**src/rtl/hcu_pkg.sv**
```systemverilog
// Shared types and helpers for the hazard control unit.
//   hcu_state_t   : sequencer states (IDLE, LOAD_STALL, FLUSH, BR_WAIT)
//   timer_width() : width of the shared down-counter for a parameter set
//   params_legal(): elaboration-time sanity check of the top parameters
package hcu_pkg;

  typedef enum logic [1:0] {
    IDLE       = 2'd0,
    LOAD_STALL = 2'd1,
    FLUSH      = 2'd2,
    BR_WAIT    = 2'd3
  } hcu_state_t;

  // Counter width: $clog2(max(cycles)+1), never narrower than one bit.
  function automatic int timer_width(input int ld_cyc, input int fl_cyc, input int br_cyc);
    int m;
    int w;
    m = ld_cyc;
    if (fl_cyc > m) m = fl_cyc;
    else m = m;
    if (br_cyc > m) m = br_cyc;
    else m = m;
    w = $clog2(m + 1);
    return (w < 1) ? 1 : w;
  endfunction

  function automatic bit params_legal(input int reg_aw, input int ld_cyc, input int fl_cyc,
                                      input int br_cyc, input int cnt_w);
    return (reg_aw >= 1) && (ld_cyc >= 1) && (fl_cyc >= 1) && (br_cyc >= 0) && (cnt_w >= 1);
  endfunction

endpackage

```
**src/rtl/hcu_stall_timer.sv**
```systemverilog
// Loadable down-counter with a zero flag, shared by every sequencer state.
//   clk, reset (async, active-low)
//   load / load_val : overwrite the count
//   dec             : decrement by one (sticks at zero)
//   zero            : count is zero
module hcu_stall_timer
  import hcu_pkg::*;
#(
  parameter int W = 2
) (
  input  logic         clk,
  input  logic         reset,
  input  logic         load,
  input  logic [W-1:0] load_val,
  input  logic         dec,
  output logic         zero
);

  logic [W-1:0] count_q;
  logic [W-1:0] count_d;

  // Next count: load has priority over decrement.
  always_comb begin
    count_d = count_q;
    if (load) begin
      count_d = load_val;
    end else if (dec && (count_q != {W{1'b0}})) begin
      count_d = count_q - W'(1);
    end else begin
      count_d = count_q;
    end
  end

  // Count register.
  always_ff @(posedge clk or negedge reset) begin
    if (!reset) count_q <= {W{1'b0}};
    else        count_q <= count_d;
  end

  assign zero = (count_q == {W{1'b0}});

endmodule

```
**src/rtl/hcu_param.sv**
```systemverilog
// Hazard control unit for the F/D/E/W pipeline.
//   Inputs : per-stage hazard info (load/dest/sources in E, sources in D,
//            writeback dest/enable, branch/jump in D, branch + outcome in E),
//            perf_clr (sync counter clear), reset (async, active-low).
//   Outputs: stage stalls/flushes, redirect_F, W->E forwarding selects,
//            busy (sequencer active), saturating stall_F cycle count.
// Trigger-cycle controls are combinational so the hazard is covered in the
// same cycle it is detected; the sequencer then holds them for the rest of
// the configured duration.
module hcu_param
  import hcu_pkg::*;
#(
  parameter int REG_AW             = 5,
  parameter int LOAD_STALL_CYCLES  = 2,
  parameter int LOAD_DEP_CHECK     = 1,
  parameter int FLUSH_CYCLES       = 1,
  parameter int FLUSH_W_ON_MISPRED = 1,
  parameter int BR_WAIT_CYCLES     = 1,
  parameter int CNT_W              = 16
) (
  input  logic              clk,
  input  logic              reset,
  input  logic              load_E,
  input  logic [REG_AW-1:0] rd_E,
  input  logic [REG_AW-1:0] rs1_D,
  input  logic [REG_AW-1:0] rs2_D,
  input  logic [REG_AW-1:0] rs1_E,
  input  logic [REG_AW-1:0] rs2_E,
  input  logic [REG_AW-1:0] rd_W,
  input  logic              regwe_W,
  input  logic              branch_D,
  input  logic              jump_D,
  input  logic              branch_E,
  input  logic              cond_met_E,
  input  logic              perf_clr,
  output logic              stall_F,
  output logic              stall_D,
  output logic              stall_E,
  output logic              stall_W,
  output logic              flush_D,
  output logic              flush_E,
  output logic              flush_W,
  output logic              redirect_F,
  output logic              fwd_a_E,
  output logic              fwd_b_E,
  output logic              busy,
  output logic [CNT_W-1:0]  stall_cycles
);

  localparam int TW = timer_width(LOAD_STALL_CYCLES, FLUSH_CYCLES, BR_WAIT_CYCLES);
  // Reload values: the trigger cycle already counts as one asserted cycle.
  localparam logic [TW-1:0] LS_INIT = TW'((LOAD_STALL_CYCLES > 1) ? LOAD_STALL_CYCLES - 2 : 0);
  localparam logic [TW-1:0] FL_INIT = TW'((FLUSH_CYCLES > 1) ? FLUSH_CYCLES - 2 : 0);
  localparam logic [TW-1:0] BR_INIT = TW'((BR_WAIT_CYCLES > 1) ? BR_WAIT_CYCLES - 2 : 0);
  localparam logic          FW_MIS  = (FLUSH_W_ON_MISPRED != 0);

  if (!params_legal(REG_AW, LOAD_STALL_CYCLES, FLUSH_CYCLES, BR_WAIT_CYCLES, CNT_W)) begin : g_bad_params
    $error("hcu_param: illegal parameter set");
  end

  hcu_state_t       state_q, state_d;
  logic             br_done_q, br_done_d;
  logic [CNT_W-1:0] stall_cycles_q, stall_cycles_d;

  logic          mispred_s, ld_haz_s, br_haz_s, dep_hit_s;
  logic          tmr_load_s, tmr_dec_s, tmr_zero_s;
  logic [TW-1:0] tmr_val_s;
  logic          stall_s, flush_de_s, flush_w_s, redirect_s;

  hcu_stall_timer #(.W(TW)) u_timer (
    .clk      (clk),
    .reset    (reset),
    .load     (tmr_load_s),
    .load_val (tmr_val_s),
    .dec      (tmr_dec_s),
    .zero     (tmr_zero_s)
  );

  // Hazard detection; rd_E == x0 never creates a true dependency.
  always_comb begin
    mispred_s = branch_E & ~cond_met_E;
    dep_hit_s = (rd_E != {REG_AW{1'b0}}) && ((rd_E == rs1_D) || (rd_E == rs2_D));
    ld_haz_s  = load_E & ((LOAD_DEP_CHECK == 0) | dep_hit_s);
    br_haz_s  = (branch_D | jump_D) & ~br_done_q & (BR_WAIT_CYCLES > 0);
  end

  // Sequencer next-state and control decode; mispredict pre-empts any state.
  always_comb begin
    state_d    = state_q;
    br_done_d  = 1'b0;
    tmr_load_s = 1'b0;
    tmr_val_s  = {TW{1'b0}};
    tmr_dec_s  = 1'b0;
    stall_s    = 1'b0;
    flush_de_s = 1'b0;
    flush_w_s  = 1'b0;
    redirect_s = 1'b0;
    if (mispred_s) begin
      flush_de_s = 1'b1;
      flush_w_s  = FW_MIS;
      redirect_s = 1'b1;
      tmr_load_s = 1'b1;
      tmr_val_s  = FL_INIT;
      state_d    = (FLUSH_CYCLES > 1) ? FLUSH : IDLE;
    end else begin
      case (state_q)
        IDLE: begin
          if (ld_haz_s) begin
            stall_s    = 1'b1;
            flush_de_s = 1'b1;
            tmr_load_s = 1'b1;
            tmr_val_s  = LS_INIT;
            state_d    = (LOAD_STALL_CYCLES > 1) ? LOAD_STALL : IDLE;
          end else if (br_haz_s) begin
            stall_s    = 1'b1;
            flush_de_s = 1'b1;
            tmr_load_s = 1'b1;
            tmr_val_s  = BR_INIT;
            state_d    = (BR_WAIT_CYCLES > 1) ? BR_WAIT : IDLE;
            br_done_d  = (BR_WAIT_CYCLES == 1);
          end else begin
            state_d = IDLE;
          end
        end
        LOAD_STALL, BR_WAIT: begin
          stall_s    = 1'b1;
          flush_de_s = 1'b1;
          if (tmr_zero_s) begin
            state_d   = IDLE;
            br_done_d = (state_q == BR_WAIT);
          end else begin
            tmr_dec_s = 1'b1;
          end
        end
        FLUSH: begin
          flush_de_s = 1'b1;
          if (tmr_zero_s) state_d = IDLE;
          else            tmr_dec_s = 1'b1;
        end
        default: state_d = IDLE;
      endcase
    end
  end

  // Saturating stall counter; clear wins over increment.
  always_comb begin
    stall_cycles_d = stall_cycles_q;
    if (perf_clr) begin
      stall_cycles_d = {CNT_W{1'b0}};
    end else if (stall_s && (stall_cycles_q != {CNT_W{1'b1}})) begin
      stall_cycles_d = stall_cycles_q + CNT_W'(1);
    end else begin
      stall_cycles_d = stall_cycles_q;
    end
  end

  // Sequencer and counter registers.
  always_ff @(posedge clk or negedge reset) begin
    if (!reset) begin
      state_q        <= IDLE;
      br_done_q      <= 1'b0;
      stall_cycles_q <= {CNT_W{1'b0}};
    end else begin
      state_q        <= state_d;
      br_done_q      <= br_done_d;
      stall_cycles_q <= stall_cycles_d;
    end
  end

  // Controls are forced low while reset is held, including the combinational triggers.
  assign stall_F      = reset & stall_s;
  assign stall_D      = reset & stall_s;
  assign stall_E      = 1'b0;
  assign stall_W      = 1'b0;
  assign flush_D      = reset & flush_de_s & ~stall_s;
  assign flush_E      = reset & flush_de_s;
  assign flush_W      = reset & flush_w_s;
  assign redirect_F   = reset & redirect_s;
  assign fwd_a_E      = reset & regwe_W & (rd_W != {REG_AW{1'b0}}) & (rd_W == rs1_E);
  assign fwd_b_E      = reset & regwe_W & (rd_W != {REG_AW{1'b0}}) & (rd_W == rs2_E);
  assign busy         = reset & (state_q != IDLE);
  assign stall_cycles = stall_cycles_q;

endmodule

```
**config.mk**
```make
export PLATFORM = sky130hd
export DESIGN_NAME = hcu_param
export DESIGN_NICKNAME = d
export VERILOG_FILES = /design/src/rtl/hcu_pkg.sv /design/src/rtl/hcu_stall_timer.sv /design/src/rtl/hcu_param.sv
export SDC_FILE = /design/constraint.sdc
export NUM_CORES = 1
export LEC_CHECK = 0
export ABC_AREA = 1
export CAP_MARGIN = 10
export CORE_AREA = 3 3 66 68
export DETAILED_ROUTE_END_ITERATION = 10
export DIE_AREA = 0 0 69 71
export HOLD_SLACK_MARGIN = 0.02
export MAX_ROUTING_LAYER = met4
export PLACE_DENSITY_LB_ADDON = 0.3
export SLEW_MARGIN = 15
export SYNTH_ARGS = -nofsm -noshare
export SYNTH_HDL_FRONTEND = slang
export SYNTH_SLANG_ARGS = --single-unit
export TNS_END_PERCENT = 50
```
**constraint.sdc**
```tcl
create_clock -name clk -period 2.6 [get_ports clk]
set_clock_uncertainty 0.05 [all_clocks]
set_input_delay 0.26 -clock clk [delete_from_list [all_inputs] [get_ports clk]]
set_output_delay 0.26 -clock clk [all_outputs]
set_load 0.01 [all_outputs]
```
==> results.py <==
metrics = {
    "floorplanning": {
        "fp-row-count": 23,
        "coreArea_mm2": 0.00391,
        "fp.dieW_um": 69,
        "io_pins": 66,
        "die_h_um": 71,
        "start_util_pct": 41.8,
        "dieArea_mm2": 0.00490,
    },
    "clocking": {
        "numCtsBuffers": 3,
        "clk_transition_reported_paths_ns": 0.08,
        "worstSkewPairLatency_ns": 0.26,
        "cts_tree": "built",
        "cts_sinks": 20,
        "cts_buffer_depth": 2,
        "holdBufCountCts": 0,
        "htree_levels": 1,
        "clockRootBuffer": "clkbuf_8",
    },
    "grt": {
        "grt_use_met2_pct": 30.2,
        "antenna_found_initial": 0,
        "grt_pass1_vias": 1675,
        "use_met3_pct": 3.98,
        "grt_util_all_layers_pct": 18.3,
        "grt_pass1_wl_um": 7330,
        "grt_max_degree": 18,
        "met1_usage_pct": 23.1,
        "overflow": 0,
        "grt.busiest_layer": "met2",
    },
    "timing": {
        "worstMarginPinSlew_ns": 0.552,
        "fmax_mhz": 418,
        "fin_crit_sh_pct": 92.1,
        "grt_setup_unrepaired": "no",
        "relSlewSlack_pct": 62.9,
        "fin_tns_setup_ns": 0,
        "hold_violations": 0,
        "layout_min_cycle_time_ns": 2.39,
        "final_max_slew_viol_count": 0,
        "setup_viol": 0,
    },
    "cells_and_area": {
        "syn2layout_area_growth_pct": 45.8,
        "antenna_cells": 0,
        "fin_util_pct": 61.0,
        "final_cell_mix": "75 x nand2_1, 61 x clkdlybuf4s50_1, 31 x nor2_1",
        "layout_commonest_cell": "nand2_1",
        "layout-drive-gt1-share_pct": 6.07,
        "nets": 355,
        "fillCellCount": 373,
    },
    "routing": {
        "viasPerCell": 4.81,
        "drt-total-wl_um": 4210,
        "dr.pass1.iters": 4,
        "vias": 1746,
        "route.detailed.wl_per_inst_um": 11.6,
        "ant_nets": 0,
        "drtIter0Drc": 102,
        "drc": 0,
    },
    "synth": {
        "netlist_area_mm2": 0.00164,
        "yosys_warnings": 0,
        "synth_enable_flop_cells": 0,
        "synth_cells": 249,
        "synth-seq-cells": 20,
        "avgSynthCellArea_um2": 6.58,
        "yosysSeqAreaShare_pct": 30.6,
        "synth_ff_type": "dfrtp_1",
        "synth.distinct_cells": 27,
        "async_flop_share_pct": 100,
    },
    "critical_path": {
        "cp_num_buf_inv": 5,
        "crit_type": "input pin to output pin",
        "r2r_start": "stall_cycles[0]$_DFFE_PN0P_",
        "worstPathRequired_ns": 2.29,
        "timing.rr.end": "stall_cycles[13]$_DFFE_PN0P_",
        "max_stage_delay_ns": 0.48,
        "r2r_setup_slack_ns": 0.48,
        "startpoint": "rd_E[2]",
        "crit_family": "buffers and inverters",
        "worstPathCellList": "clkdlybuf4s50_1 -> inv_1 -> nand4_1 -> o21ai_0 -> inv_1 -> nand2_1 -> nand3_1 -> o21ai_0 -> inv_1 -> clkdlybuf4s50_1",
        "end_kind": "output pin",
        "slowest_stage": "clkdlybuf4s50_1",
        "cp_max_fo": 4,
        "start_kind": "input pin",
        "cp_common_cell": "inv_1",
        "rr_worst_depth": 10,
        "crit_arrival_ns": 2.08,
    },
    "power_and_ir_drop": {
        "p_per_area_mw_per_mm2": 377,
        "cellLeakagePower_nw": 1.16,
        "ir_worst_vdd_mv": 0.264,
    },
    "placed_design": {
        "hpwl_um": 3290,
        "place.gp.congestion": 0.830,
        "io_buffer_count": 63,
    },
    "hold_path": {
        "min_from": "br_done_q$_DFF_PN0_",
        "hold_path_end": "br_done_q$_DFF_PN0_",
        "hold_class": "flop to flop",
        "hold_path_depth": 3,
    },
    "flow_run": {
        "maxCapViolations": 0,
    },
    "outcome": {
        "outcome": "completed",
    },
}
-- cell usage after synthesis, types with 2 or more instances --
library cell / n / area share, %
nand2_1: 75 / 17
nor2_1: 32 / 7.3
inv_1: 30 / 6.9
nand3_1: 25 / 7.6
dfrtp_1: 20 / 31
xnor2_1: 12 / 6.4
o21ai_0: 7 / 2.1
nor3_1: 6 / 1.8
xor2_1: 6 / 3.2
nor4_1: 5 / 1.9
a21oi_1: 4 / 1.2
buf_4: 4 / 1.8
clkbuf_1: 3 / 0.69
nand3_2: 3 / 1.8
buf_6: 2 / 1.4
ha_1: 2 / 1.5
nand4_1: 2 / 0.76
nor3b_1: 2 / 0.92
-- cells by family after synthesis --
kind of cell               synth area share [%]
and+or+nand+nor                            43.3
buffers and inverters                      11.0
DFF                                        30.6
xor gates and xnor gates                   9.63
AOI/OAI and AO/OA                          3.74
adders and majority gates                  1.53
other                                     0.229
-- worst max-delay path by stage --
| stage | end | slack [ns] | depth (start not counted) |
|---|---|---|---|
| after floorplan | stall_cycles[13]$_DFFE_PN0P_ | 0.73 | 11 |
| after global placement | stall_F | 0.14 | 12 |
| after detailed placement | stall_D | 0.13 | 12 |
| after CTS | stall_D | 0.13 | 12 |
| after global routing | flush_E | 0.009 | 10 |
| final | flush_E | 0.21 | 10 |
-- metrics by stage --
stage / power, mW / hold slack (ns) / instance area, um2 / instances / setup WS [ns]
6_report: 0.899 / 0.452 / 2390 / 363 / 0.206
5_1_grt: 0.949 / 0.479 / 2390 / 363 / 0.00949
4_1_cts: 0.907 / 0.455 / 2380 / 363 / 0.126
3_5_place_dp: 0.589 / 0.443 / 2310 / 359 / 0.129
3_3_place_gp: 0.585 / 0.440 / 2310 / 359 / 0.140
2_1_floorplan: 0.466 / -0.0856 / 1640 / 250 / 0.728
-- per-layer routing --
layer  part of all wire (%)  vias up
met5                      0        -
met4                      0        0
met3                    6.0        0
met2                     48       62
met1                     46      773
li1                       -      911
-- tightest hold or removal path, delay by kind of cell, from the launching register on --
kind | cells | cell delay, ns
AND/OR/NAND/NOR | 3 | 0.15
flip-flops | 1 | 0.33
-- where the power goes --
| part | internal (mW) | switching (mW) |
|---|---|---|
| sequential | 0.323 | 0.0136 |
| clock | 0.206 | 0.112 |
| combinational | 0.126 | 0.120 |
-- what timing repair did --
action	CTS	global route
resized for setup	0	3
buffers inserted	0	0
endpoints found under the setup margin	0	2
endpoints found under the hold margin	0	0
-- state kept, by name, summed over array words and instances, names as in the netlist --
signal,cells
u_timer.count_q,2
br_done_q,1
stall_cycles,16
state_q,1
-- final cells by class --
type / count / area, um2 / area share (%)
tap: 50 / 62.6 / 2.62
inverter: 31 / 116 / 4.87
clock buffer: 3 / 41.3 / 1.73
clock inverter: 1 / 30.0 / 1.26
multi-input combinational: 190 / 963 / 40.4
timing repair buffer: 68 / 673 / 28.2
sequential: 20 / 500 / 21.0
Power figures use the tool's default switching activity.
